File: src/rtl/bin2bcd_pkg.sv
// bin2bcd_pkg: shared FSM state type, digit width and minimum-digit helper for bin2bcd_seq
package bin2bcd_pkg;

    typedef enum logic [1:0] {IDLE, SHIFT, DONE} state_t;

    localparam int DIGIT_W = 4;

    function automatic int min_digits(input int w);
        longint lim = longint'(1) << w;
        longint p   = 1;
        int     d   = 0;
        for (int i = 0; i < 20; i++) begin
            if (p < lim) begin
                p = p * 10;
                d++;
            end
        end
        return d;
    endfunction

endpackage

File: src/rtl/bin2bcd_seq_add3.sv
// bcd_add3: double-dabble digit correction, adds 3 to a BCD digit of 5..9
module bcd_add3
    import bin2bcd_pkg::*;
(
    input  logic [DIGIT_W-1:0] d,
    output logic [DIGIT_W-1:0] q
);

    assign q = (d >= DIGIT_W'(5)) ? d + DIGIT_W'(3) : d;

endmodule

File: src/rtl/bin2bcd_seq.sv
// bin2bcd_seq: one-bit-per-clock double-dabble converter; define BIN2BCD_SIGNED_EN for two's complement input
module bin2bcd_seq
    import bin2bcd_pkg::*;
#(
    parameter int BIN_W  = 16,
    parameter int DIGITS = 5
) (
    input  logic                      clk,
    input  logic                      rst_n,
    input  logic                      in_valid,
    output logic                      in_ready,
    input  logic [BIN_W-1:0]          in_bin,
    output logic                      out_valid,
    input  logic                      out_ready,
    output logic [DIGIT_W*DIGITS-1:0] out_bcd,
    output logic                      out_neg,
    output logic                      busy
);

    localparam int CW = $clog2(BIN_W + 1);
    localparam int BW = DIGIT_W * DIGITS;

    if (BIN_W < 4 || BIN_W > 32) begin : g_bad_width
        $fatal(1, "bin2bcd_seq: BIN_W must be within 4..32");
    end
    if (DIGITS < min_digits(BIN_W)) begin : g_bad_digits
        $fatal(1, "bin2bcd_seq: DIGITS too small for BIN_W");
    end

    state_t            state;
    logic [BIN_W-1:0]  bin;
    logic [BW-1:0]     bcd;
    logic [BW-1:0]     adj;
    logic [CW-1:0]     cnt;
    logic [BW+BIN_W-1:0] sh;
    logic [BIN_W-1:0]  ld;
    logic              acc;

    for (genvar g = 0; g < DIGITS; g++) begin : g_add3
        bcd_add3 u_add3 (
            .d(bcd[DIGIT_W*g +: DIGIT_W]),
            .q(adj[DIGIT_W*g +: DIGIT_W])
        );
    end

    assign sh        = {adj, bin} << 1;
    assign acc       = in_valid && in_ready;
    assign out_bcd   = bcd;
    assign out_valid = state == DONE;
    assign busy      = state != IDLE;

`ifdef BIN2BCD_SIGNED_EN
    // Negating in BIN_W bits maps the most negative value onto its own unsigned magnitude
    assign ld = in_bin[BIN_W-1] ? ~in_bin + BIN_W'(1) : in_bin;
    always_ff @(posedge clk) begin
        if (!rst_n)
            out_neg <= 1'b0;
        else if (acc)
            out_neg <= in_bin[BIN_W-1];
    end
`else
    assign ld      = in_bin;
    assign out_neg = 1'b0;
`endif

    always_ff @(posedge clk) begin
        if (!rst_n) begin
            state    <= IDLE;
            in_ready <= 1'b0;
            bin      <= '0;
            bcd      <= '0;
            cnt      <= '0;
        end else begin
            case (state)
                IDLE: begin
                    in_ready <= !acc;
                    if (acc) begin
                        bin   <= ld;
                        bcd   <= '0;
                        cnt   <= CW'(BIN_W);
                        state <= SHIFT;
                    end
                end
                SHIFT: begin
                    {bcd, bin} <= sh;
                    cnt        <= cnt - CW'(1);
                    state      <= (cnt == CW'(1)) ? DONE : SHIFT;
                end
                DONE: begin
                    in_ready <= out_ready;
                    state    <= out_ready ? IDLE : DONE;
                end
                default: state <= IDLE;
            endcase
        end
    end

endmodule

File: config.mk
export PLATFORM = sky130hd
export DESIGN_NAME = bin2bcd_seq
export DESIGN_NICKNAME = d
export VERILOG_FILES = /design/src/rtl/bin2bcd_pkg.sv /design/src/rtl/bin2bcd_seq_add3.sv /design/src/rtl/bin2bcd_seq.sv
export SDC_FILE = /design/constraint.sdc
export NUM_CORES = 1
export LEC_CHECK = 0
export CORE_MARGIN = 5
export CORE_UTILIZATION = 54
export DETAILED_ROUTE_END_ITERATION = 10
export PLACE_DENSITY = 0.83
export SYNTH_ARGS = -nofsm -noshare
export SYNTH_HDL_FRONTEND = slang
export SYNTH_SLANG_ARGS = --single-unit
File: constraint.sdc
create_clock -name clk -period 2 [get_ports clk]
set_input_delay 0.3 -clock clk [delete_from_list [all_inputs] [get_ports clk]]
set_output_delay 0.3 -clock clk [all_outputs]
set_load 0.05 [all_outputs]
==> results.toml, run 1 <==
[critical_path]
endpoint_kind = "output pin"
cp_top_family = "buffers and inverters"
timing.rr.end = "out_bcd[8]"
rr_startpoint = "state[0]"
cp_max_fo = 6
cpPeakStageDelay_ns = 0.84
startpoint = "out_bcd[2]"
worstSetupPathType = "register to output pin"
cp.depth = 1
ff2ff_setup_slack_ns = 0.32
crit_chain = "clkdlybuf4s50_1"
cp.required_ns = 1.70
arrival_ns = 1.58
critical_path.startpoint_type = "register"
crit_end = "out_bcd[2]"
reg2reg_depth = 5
crit_buf_inv = 1
slowest_stage = "clkdlybuf4s50_1"

[route]
drc = 0
drt_iter0_drc = 112
via_per_inst = 5.44
dr_total_vias = 2007
ant_nets = 0
wl_met2_mm = 2.40
wirelength_mm = 4.99
met3_length_um = 271
top_layer = "met4"
m1WireLength_mm = 2.26
drt_pre_antenna_iters = 4
wl_per_cell_um = 13.5

[cells_and_area]
fin_cells = 369
fin_nets = 350
nFillCells = 320
seq_area_sq_um = 882
diodes = 0
drive_gt1_frac = 0.0658
multi_input_area_sq_um = 1250
syn2layout_area_growth_pct = 25.3

[grt]
grt_first_pass_wirelength_mm = 8.56
grt_overflow = 0
grt_max_degree = 26
grt_pass1_vias = 1895
gr-usage-all-layers = 0.198
antenna_found_initial = 0

[timing]
setup_viol = 0
rsz0062_at_grt = "no"
final_max_slew_viol_count = 0
post-route-period-util = 0.938
timing.fmax_mhz = 533
fin_skew_ns = 0.00349
max_slew_margin = 0.643
worstMarginPinSlew_ns = 0.534
finalHoldViolCount = 0
min_period_ns = 1.88
tns_ns = 0

[floorplanning]
core_region_area_sq_um = 4060
ioPinCount = 44
fp.dieH_um = 75.0
start_util = 0.562
fp-row-count = 23
dieArea_sq_um = 5620
die_x_um = 75.0

[clock_network]
cts.sinks = 44
worstSkewPairLatency_ns = 0.30
tritoncts = "built"
numCtsBuffers = 5
ctsHoldBuffers = 0
root_buffer = "clkbuf_8"
cts_max_level = 2
cts_buffer_depth = 2
clk_pin_slew_ns = 0.07

[run_status]
outcome = "complete, no violations"

[yosys]
synth_top_area_share = 0.386
syn_area_sq_um = 2280
yosysSeqAreaShare = 0.386
synthesis.nets = 310
yosysUniqueCellTypes = 38
ys_seq_elements = 44
syn_avg_cell_area_sq_um = 8.20
synthCells = 278
yosys_warnings = 0
yosys.area.top_type = "dfxtp_1"
yosys-top-cells-area = "dfxtp_1 39%, a21oi_1 6.8%, ha_1 6.6%"

[power_and_ir_drop]
vdd_ir_drop_max_mv = 0.558
p_sw_uw = 465
p_sw_frac = 0.261
power.leakage_nw = 1.05
internal_power_mw = 1.32
p_seq_frac = 0.524
pwr-share-comb = 0.158
power_density_nw_per_um2 = 624
clkPwrFrac = 0.318

[job]
drv_cap = 0

[placed_design]
place_congestion = 0.835
hpwl_mm = 3.55
dpl.cell_count = 361
port_buffers = 42

[hold_path]
hold_path.class = "register to register"
## logic make-up (layout without fill, tap and decap cells)
| family | count (synthesis) | after routing | synth area share |
|---|---|---|---|
| AO/OA/AOI/OAI | 81 | 81 | 0.225 |
| XOR/XNOR | 9 | 9 | 0.0346 |
| adder cells (fa/ha/maj) | 12 | 12 | 0.0659 |
| buffers and inverters | 34 | 75 | 0.0637 |
| flip-flops | 44 | 44 | 0.386 |
| multiplexers | 2 | 2 | 0.00933 |
| other | 1 | 1 | 0.00164 |
| AND/OR/NAND/NOR | 95 | 95 | 0.214 |
## synth_stat cells (all sizes together)
master,n
a211oi,1
a21o,18
a21oi,31
a22o,4
a22oi,1
a2bb2oi,1
a31oi,3
a32oi,1
and2,2
and3b,1
buf,10
clkbuf,8
clkinv,1
conb,1
dfxtp,44
ha,12
inv,15
mux2,1
mux2i,1
nand2,33
nand2b,10
nand3,6
nand3b,16
nor2,12
nor2b,1
nor3,11
o211a,1
o21ai,14
o2bb2ai,6
or2,1
or3,1
or4b,1
xnor2,5
xor2,4
## what timing repair did
action,CTS,global route
setup endpoints to repair,0,1
buffers inserted,0,0
resized for setup,0,1
## power groups by stage
stage	registers (mW)	logic (mW)	clock network, mW
6_report	0.935	0.281	0.567
4_1_cts	0.935	0.282	0.578
3_3_place_gp	0.955	0.275	0
2_1_floorplan	0.958	0.178	0
3_5_place_dp	0.955	0.281	0
5_1_grt	0.940	0.309	0.621
## worst min-delay path by stage
stage                     cells past startpoint       to  startpoint  slack (ns)
after floorplan                               2  bin[14]     bin[14]        0.43
after global placement                        2  bin[13]     bin[13]        0.44
after detailed placement                      2  bin[13]     bin[13]        0.45
after CTS                                     2  bin[13]     bin[13]        0.45
after global routing                          2   bin[8]      bin[8]        0.47
final                                         2  bin[13]     bin[13]        0.45
## layout by cell type (no fill, tap or decap), types with 2 or more instances in the layout
master / count
o21ai_0: 12
a31oi_1: 3
a21o_1: 18
ha_1: 12
nand3b_1: 16
nand2_1: 33
nor2_1: 12
o2bb2ai_1: 6
xnor2_1: 5
a21oi_1: 31
clkbuf_1: 2
dfxtp_1: 43
clkbuf_8: 6
nor3_1: 11
clkdlybuf4s50_1: 40
xor2_1: 4
inv_1: 15
nand3_1: 6
buf_12: 2
buf_4: 9
nand2b_1: 10
a22o_1: 4
## final cells by class
cell class	count	area share
Clock buffer	8	0.0315
Inverter	16	0.0210
Multi-Input combinational cell	200	0.439
Sequential cell	44	0.309
Tap cell	50	0.0219
Timing Repair Buffer	51	0.178
## registers in the layout (all words and copies together), names as in the netlist
name      flops
out_bcd      20
bin          16
cnt           5
state         2
in_ready      1
## layer usage
layer | GRT usage | vias to the layer above
li1 | - | 1029
met1 | 0.256 | 918
met2 | 0.316 | 53
met3 | 0.0574 | 7
met4 | 0.0711 | 0
met5 | 0 | -
## through the flow
step / cell area (sq um) / total power [mW] / utilization / hold slack, ns / worst slack (ns)
after floorplan: 2280 / 1.14 / - / 0.429 / 0.193
after global placement: 2770 / 1.23 / 0.681 / 0.437 / 0.310
after detailed placement: 2770 / 1.24 / 0.681 / 0.445 / 0.287
after CTS: 2860 / 1.80 / 0.704 / 0.454 / 0.126
after global routing: 2860 / 1.87 / 0.704 / 0.468 / 0.0702
final: 2860 / 1.78 / 0.704 / 0.454 / 0.125
Power figures use the tool's default switching activity.
==> run 2: changes to the inputs <==
CAP_MARGIN = 20   (was not set)
==> results of run 2 <==
The final DEF is identical to that of run 1; final timing and power are the same.
